==> config.mk <==
export PLATFORM = sky130hd
export DESIGN_NAME = reg_write_arbiter
export DESIGN_NICKNAME = d
export VERILOG_FILES = /design/src/rtl/reg_write_arbiter.sv
export SDC_FILE = /design/constraint.sdc
export NUM_CORES = 1
export LEC_CHECK = 0
export BUFFER_PORTS_ARGS = -buffer_cell sky130_fd_sc_hd__buf_4
export CAP_MARGIN = 20
export CORE_MARGIN = 2
export CORE_UTILIZATION = 34
export CTS_BUF_LIST = sky130_fd_sc_hd__clkbuf_4 sky130_fd_sc_hd__clkbuf_8
export CTS_CLUSTER_SIZE = 16
export DETAILED_ROUTE_END_ITERATION = 10
export PLACE_DENSITY = 0.62
export SETUP_SLACK_MARGIN = 0.5
export SYNTH_ARGS = -nofsm -noshare
export SYNTH_HDL_FRONTEND = slang
export SYNTH_SLANG_ARGS = --single-unit
==> constraint.sdc <==
create_clock -name clk -period 2.1 [get_ports clk]
set_clock_uncertainty 0.1 [all_clocks]
set_input_delay 0.21 -clock clk [delete_from_list [all_inputs] [get_ports clk]]
set_output_delay 0.21 -clock clk [all_outputs]
set_load 0.02 [all_outputs]
==> src/rtl/reg_write_arbiter.sv <==
`default_nettype none
// ============================================================================
//  Module      : reg_write_arbiter
//  Description : Two-requester round-robin arbiter that issues one register
//                write every two cycles through a two-state IDLE/WRITE FSM.
//  Revision    : 1.0 - initial release
// ============================================================================
module reg_write_arbiter #(
    parameter int WIDTH = 10,
    parameter int NREG  = 6
) (
    input  logic             clk,
    input  logic             rst,
    input  logic             req0,
    input  logic [2:0]       addr0,
    input  logic [WIDTH-1:0] data0,
    input  logic             req1,
    input  logic [2:0]       addr1,
    input  logic [WIDTH-1:0] data1,
    output logic             gnt0,
    output logic             gnt1,
    output logic [NREG-1:0]  chosen,
    output logic             w_en,
    output logic [WIDTH-1:0] w_data,
    output logic             busy,
    output logic             err
);

    typedef enum logic [0:0] {
        ST_IDLE  = 1'b0,
        ST_WRITE = 1'b1
    } state_t;

    localparam logic [3:0]      c_nreg = 4'(NREG);
    localparam logic [NREG-1:0] c_one  = NREG'(1);

    state_t           r_state;
    logic             r_last;

    logic             w_winner;
    logic [2:0]       w_sel_addr;
    logic [WIDTH-1:0] w_sel_data;
    logic             w_addr_ok;
    logic [NREG-1:0]  w_onehot;

    // On contention the requester that was not served last wins.
    always_comb begin
        w_winner   = (req0 && req1) ? ~r_last : req1;
        w_sel_addr = w_winner ? addr1 : addr0;
        w_sel_data = w_winner ? data1 : data0;
        w_addr_ok  = ({1'b0, w_sel_addr} < c_nreg);
        w_onehot   = c_one << w_sel_addr;
    end

    always_ff @(posedge clk or posedge rst) begin
        if (rst) begin
            r_state <= ST_IDLE;
            r_last  <= 1'b1;
            gnt0    <= 1'b0;
            gnt1    <= 1'b0;
            chosen  <= '0;
            w_en    <= 1'b0;
            w_data  <= '0;
            busy    <= 1'b0;
            err     <= 1'b0;
        end else begin
            case (r_state)
                ST_IDLE: begin
                    if (req0 || req1) begin
                        r_state <= ST_WRITE;
                        r_last  <= w_winner;
                        gnt0    <= ~w_winner;
                        gnt1    <= w_winner;
                        w_data  <= w_sel_data;
                        busy    <= 1'b1;
                        // Out-of-range targets still get granted, but nothing is written.
                        if (w_addr_ok) begin
                            w_en   <= 1'b1;
                            chosen <= w_onehot;
                        end else begin
                            w_en   <= 1'b0;
                            chosen <= '0;
                            err    <= 1'b1;
                        end
                    end
                end
                ST_WRITE: begin
                    r_state <= ST_IDLE;
                    gnt0    <= 1'b0;
                    gnt1    <= 1'b0;
                    chosen  <= '0;
                    w_en    <= 1'b0;
                    busy    <= 1'b0;
                end
                default: begin
                    r_state <= ST_IDLE;
                end
            endcase
        end
    end

endmodule
`default_nettype wire

==> results of run 1 <==
layout make-up:
type / count / area [um2]
clock buffers: 4 / 30.03
fillers: 358 / 1690
inverters: 6 / 22.52
multi-input cells: 77 / 503.0
flip-flops and latches: 23 / 576.8
well taps: 46 / 57.56
repair buffers: 57 / 430.4
power by group through the flow:
stage / registers, mW / logic [mW] / clock network (mW)
2_1_floorplan: 0.634 / 0.177 / 0
3_3_place_gp: 0.569 / 0.400 / 0
3_5_place_dp: 0.569 / 0.410 / 0
4_1_cts: 0.562 / 0.421 / 0.228
5_1_grt: 0.572 / 0.452 / 0.249
6_report: 0.561 / 0.415 / 0.218
logic make-up after synthesis:
kind of cell | synth area share
buf+inv | 0.06601
mux | 0.1342
compound gates | 0.1645
flops | 0.4989
simple gates | 0.1364
path summary, 6_finish.rpt:
path | cells after the start | slack, ns | endpoint
setup / recovery | 4 | 0.62 | err$_DFFE_PP0P_
hold reg to reg | 2 | 0.39 | chosen[5]$_DFFE_PP0P_
hold / removal | 3 | 0.05 | w_data[2]$_DFFE_PP0P_
setup reg to reg | 4 | 0.62 | err$_DFFE_PP0P_
min in group asynchronous | 4 | 0.37 | w_data[2]$_DFFE_PP0P_
max in group asynchronous | 4 | 1.25 | r_last$_DFFE_PP1P_
registers in the layout, indices dropped and copies added, names as in the netlist:
signal,cells
w_data,10
gnt0,1
chosen,6
gnt1,1
err,1
r_last,1
busy,1
w_en,1
r_state,1
what timing repair did:
| action | CTS | global route |
|---|---|---|
| setup buffers | 3 | 0 |
| setup endpoints to repair | 8 | 0 |
| endpoints found under the hold margin | 22 | 0 |
| hold buffers | 1 | 0 |
cell usage in the layout (no fill, tap or decap):
| cell | n |
|---|---|
| nor3_1 | 1 |
| o211ai_1 | 1 |
| and2b_1 | 1 |
| o21ai_1 | 15 |
| nand2_1 | 21 |
| dfstp_2 | 1 |
| nor2_1 | 5 |
| mux2_4 | 1 |
| clkbuf_4 | 4 |
| o21bai_1 | 2 |
| dfrtp_1 | 22 |
| a32oi_1 | 2 |
| buf_4 | 56 |
| nand2b_1 | 1 |
| dlygate4sd3_1 | 1 |
| inv_1 | 6 |
| a32oi_4 | 1 |
| nor3_2 | 1 |
| a21boi_4 | 1 |
| o21ai_2 | 1 |
| mux2i_1 | 14 |
| o21ai_0 | 4 |
| nor2b_1 | 5 |
worst max-delay path: stages, from the launching register on:
cell      delay [ns]
dfstp_2         0.59
a21boi_4        0.07
buf_4           0.17
a32oi_1         0.32
o21bai_1        0.12
stage by stage:
stage / util / hold slack (ns)
finish: 0.4894 / 0.05420
global route: 0.4894 / 0.04928
CTS: 0.4894 / 0.04879
detailed placement: 0.4705 / 0.1780
global placement: 0.4705 / 0.1745
floorplan: - / 0.1112
routing by layer:
layer	up-vias	track usage	routed length (um)
met5	-	0	0
met4	0	0.05000	40
met3	5	0.03442	162
met2	34	0.2500	1315
met1	443	0.1739	1025
li1	488	-	-
==> flow_metrics.py, run 1 <==
metrics = {
    "run_status": {
        "status": "finished clean",
    },
    "die": {
        "dieArea_um2": 3883,
        "start_util": 0.3492,
        "die_w_um": 62.31,
        "placementRows": 21,
        "io_pins": 51,
        "die_y_um": 62.31,
        "core_um2": 3311,
    },
    "timing": {
        "layout_setup_ws_ns": 0.6153,
        "fin_crit_ns": 1.485,
        "finalSetupViolCount": 0,
        "rsz0062_at_grt": "false",
        "tightest_slew_ns": 0.5471,
        "drv_slew": 0,
        "setup-tns-final_ns": 0,
        "finalHoldViolCount": 0,
        "fmax_mhz": 673.5,
        "maxSlewHeadroom": 0.6333,
        "period_share": 0.7070,
    },
    "clocking": {
        "clock-sinks": 23,
        "htreeDepth": 1,
        "clk-insertion-delay-late_ns": 0.30,
        "cts_root_buf": "clkbuf_4",
        "path_clk_slew_ns": 0.13,
        "cts_resized": 0,
        "cts_tree": "built",
        "cts_buffers": 3,
        "clock_path_buffers": 2,
    },
    "yosys": {
        "synth_area_leader_cell": "dfrtp_1",
        "synth_area_leaders": "dfrtp_1 (48%), mux2i_1 (12%), nand2_1 (6.8%)",
        "async_reset_ff_frac": 1.000,
        "netlist_instances": 112,
        "ys_seq_area_frac": 0.4989,
        "yosys_most_used_dff": "dfrtp_1",
        "synth_cell_type_count": 24,
        "syn_area_per_cell_um2": 10.32,
        "synth_edf_count": 0,
        "synth_top_area_share": 0.4762,
        "yosysMostFrequentCell": "dfrtp_1",
        "synth_seq_cells": 23,
        "syn_nets": 142,
        "synth.top_cells.by_count": "dfrtp_1 (22), nand2_1 (21), o21ai_1 (15), mux2i_1 (14), inv_1 (6)",
        "yosysWarnings": 0,
        "syn-cell-area_um2": 1156,
    },
    "place": {
        "port-buffer-count": 50,
        "dpl_worst_slack_ns": 0.4640,
        "post-dp-hpwl_mm": 1.967,
        "postPlaceCellArea_um2": 1558,
        "dp_cells": 205,
        "globalplace.congestion": 0.7275,
    },
    "final_layout": {
        "fin_nets": 198,
        "layout.cells.non_filler": 213,
        "syn_to_final_growth_pct": 40.15,
        "antenna_cells": 0,
        "finalInstanceArea_um2": 1620,
        "drive_gt1_frac": 0.3952,
    },
    "worst_setup_path": {
        "cp-start-kind": "flip-flop",
        "r2r-start": "r_last$_DFFE_PP1P_",
        "end_kind": "flip-flop",
        "criticalPathCategory": "flip-flop to flip-flop",
        "arrival_ns": 1.59,
        "crit_start": "r_last$_DFFE_PP1P_",
        "cp_data_required_time_ns": 2.20,
        "cp_max_fo": 7,
    },
    "global_route": {
        "antenna_found_initial": 0,
        "grt_pass1_wl_mm": 4.429,
        "grt.overflow.total": 0,
        "grt_pass1_vias": 929,
        "grt_util_all_layers": 0.1436,
        "grt_max_degree": 24,
    },
    "detailed_routing": {
        "vias": 970,
        "ant_nets": 0,
        "wl_per_cell_um": 11.94,
        "initialDrtViolationCount": 21,
        "drc": 0,
        "via_per_inst": 4.554,
        "first_pass_iters": 4,
        "drt-total-wl_mm": 2.544,
    },
    "power_and_ir_drop": {
        "p_clk_frac": 0.183,
        "power_switching_share": 0.3310,
        "power_frac_seq": 0.470,
        "max-vdd-ir-drop_v": 0.0003268,
        "power.leakage_nw": 0.7993,
        "p_int_mw": 0.7986,
        "power.density_nw_per_um2": 736.6,
        "comb_power_share": 0.347,
        "p_sw_mw": 0.3950,
        "p_total_mw": 1.194,
    },
    "worst_hold_path": {
        "hold_class": "input port to flip-flop",
        "min_from": "data0[2]",
    },
    "flow_run": {
        "drv_cap": 0,
    },
}
(Power assumes the default switching activity.)
==> inputs of run 2 (changes only) <==
PLACE_DENSITY = 0.64   (was 0.62)
clock period = 1.2 ns   (was 2.1 ns; I/O delays follow)
==> run 2 against run 1 <==
  * The run now ends with negative hold slack, negative setup slack left
  * Global-route usage rose by 1.2 points
  * Sequential share of layout area fell by 6.2 points
  * Die area stayed put
  * Via count increased by 11%
  * Wire length rose by 18%
  * Core utilization is 11 points higher
  * Flip-flop and latch count is the same
  * First-iteration DRC count fell by 14%
==> flow_metrics.py, run 2 (synthesized netlist as in run 1, its figures left out) <==
metrics = {
    "run_status": {
        "status": "finished, violations left",
        "violations": "negative hold slack, negative setup slack",
    },
    "worst_setup_path": {
        "r2r_slack_ns": -0.17,
        "cp-start-kind": "flip-flop",
        "arrival_ns": 1.46,
        "r2r-start": "r_last$_DFFE_PP1P_",
        "r2r-end": "w_en$_DFFE_PP0P_",
        "reg2regPathDepth": 4,
        "criticalPathCategory": "flip-flop to flip-flop",
        "end_kind": "flip-flop",
        "cp_data_required_time_ns": 1.29,
        "cp_max_fo": 8,
    },
    "die": {
        "start_util": 0.3492,
        "io_pins": 51,
        "core_um2": 3311,
        "die_y_um": 62.31,
        "die_w_um": 62.31,
        "dieArea_um2": 3883,
        "placementRows": 21,
    },
    "power_and_ir_drop": {
        "max-vdd-ir-drop_v": 0.0005796,
        "power.leakage_nw": 0.9524,
        "p_total_mw": 2.383,
        "power.density_nw_per_um2": 1210,
    },
    "final_layout": {
        "top_register": "w_data",
        "reg_top3": "w_data: 10 flops, chosen: 6 flops",
        "antenna_cells": 0,
        "syn_to_final_growth_pct": 70.35,
        "multi_input_area_um2": 565.5,
        "fin_nets": 219,
        "drive_gt1_frac": 0.5106,
        "final_common_cell": "buf_4",
        "final_cell_mix": "buf_4 (48), buf_6 (27), nand2_1 (21)",
        "nFillCells": 322,
        "largest_register_ffs": 10,
        "regArea_um2": 579.3,
    },
    "clocking": {
        "htreeDepth": 1,
        "clock-sinks": 23,
        "cts_buffers": 3,
        "clk-insertion-delay-late_ns": 0.31,
        "path_clk_slew_ns": 0.12,
        "cts_tree": "built",
        "clock_path_buffers": 2,
        "cts_root_buf": "clkbuf_4",
    },
    "detailed_routing": {
        "drc": 0,
        "initialDrtViolationCount": 18,
        "first_pass_iters": 3,
        "drt-total-wl_mm": 2.990,
        "ant_nets": 0,
        "vias": 1073,
        "wl_per_cell_um": 12.78,
        "via_per_inst": 4.585,
    },
    "global_route": {
        "grt.overflow.total": 0,
        "antenna_found_initial": 0,
        "grt_util_all_layers": 0.1553,
        "grt_pass1_vias": 1065,
        "grt_pass1_wl_mm": 4.781,
        "grt_max_degree": 24,
    },
    "timing": {
        "layout_setup_ws_ns": -0.1665,
        "rsz0062_at_grt": "true",
        "hold_ws_ns": -0.2654,
        "period_share": 1.139,
        "fmax_mhz": 731.8,
        "drv_slew": 0,
        "fin_crit_ns": 1.367,
        "maxSlewHeadroom": 0.8135,
        "finalHoldViolCount": 33,
        "finalSetupViolCount": 18,
        "tightest_slew_ns": 0.2720,
    },
    "place": {
        "post-dp-hpwl_mm": 2.079,
        "port-buffer-count": 50,
        "globalplace.congestion": 0.8053,
    },
    "worst_hold_path": {
        "hold_class": "input port to async pin",
    },
    "flow_run": {
        "drv_cap": 0,
    },
}
==> run 2: cell count changes in the layout (fill, tap and decap cells not counted), moves of 2 or more <==
| cell | before | now |
|---|---|---|
| buf_4 | 56 | 48 |
| dfrtp_1 | 22 | 20 |
| dfrtp_2 | 0 | 2 |
| nor3_4 | 0 | 2 |
| buf_6 | 0 | 27 |
==> run 2: worst max path at each step <==
stage | start | endpoint
2_1_floorplan | r_last$_DFFE_PP1P_ | chosen[5]$_DFFE_PP0P_
3_3_place_gp | r_last$_DFFE_PP1P_ | w_en$_DFFE_PP0P_
3_5_place_dp | r_last$_DFFE_PP1P_ | chosen[2]$_DFFE_PP0P_
4_1_cts | r_last$_DFFE_PP1P_ | w_en$_DFFE_PP0P_
5_1_grt | r_last$_DFFE_PP1P_ | chosen[0]$_DFFE_PP0P_
6_report | r_last$_DFFE_PP1P_ | w_en$_DFFE_PP0P_
==> run 2: timing repair <==
action / CTS / global route
resized for setup: 24 / 17
setup endpoints to repair: 44 / 44
hold endpoints to repair: 33 / 30
pin swaps: 2 / 3
buffers inserted: 9 / 9
cloned: 0 / 2
==> run 2: power breakdown <==
| part | switching [mW] | internal [mW] | total [mW] | leakage [nW] |
|---|---|---|---|---|
| Combinational | 0.450 | 0.553 | 1.00 | 0.651 |
| Sequential | 0.0932 | 0.902 | 0.996 | 0.283 |
| Clock | 0.232 | 0.152 | 0.385 | 0.0184 |
| Total | 0.776 | 1.61 | 2.38 | 0.952 |
==> run 2: metal layers <==
layer | wire length (um) | vias up | global-route usage
li1 | - | 536 | -
met1 | 1213 | 498 | 0.1928
met2 | 1576 | 37 | 0.2704
met3 | 185 | 2 | 0.03804
met4 | 16 | 0 | 0.04167
met5 | 0 | - | 0
==> run 2: worst max-delay path: stages, from the launching register on <==
cell,delay (ns)
dfstp_2,0.58
a21boi_4,0.07
buf_12,0.15
a32oi_4,0.23
o211ai_1,0.12
==> run 2: metrics by stage <==
step / TNS (ns) / instances / utilization / area [um2] / setup WS (ns)
3_5_place_dp: -2.024 / 210 / 0.4898 / 1622 / -0.1478
2_1_floorplan: -0.5937 / 112 / - / 1160 / -0.09571
3_3_place_gp: -1.437 / 210 / 0.4898 / 1622 / -0.1160
4_1_cts: -2.288 / 223 / 0.5480 / 1814 / -0.1578
5_1_grt: -3.293 / 234 / 0.5949 / 1969 / -0.2358
6_report: -2.150 / 234 / 0.5949 / 1969 / -0.1665
==> run 2: layout make-up <==
type	instances	area share
repair buffers	78	0.3628
flip-flops and latches	23	0.2942
multi-input cells	77	0.2872
well taps	46	0.02922
clock buffers	4	0.01525
inverters	6	0.01144
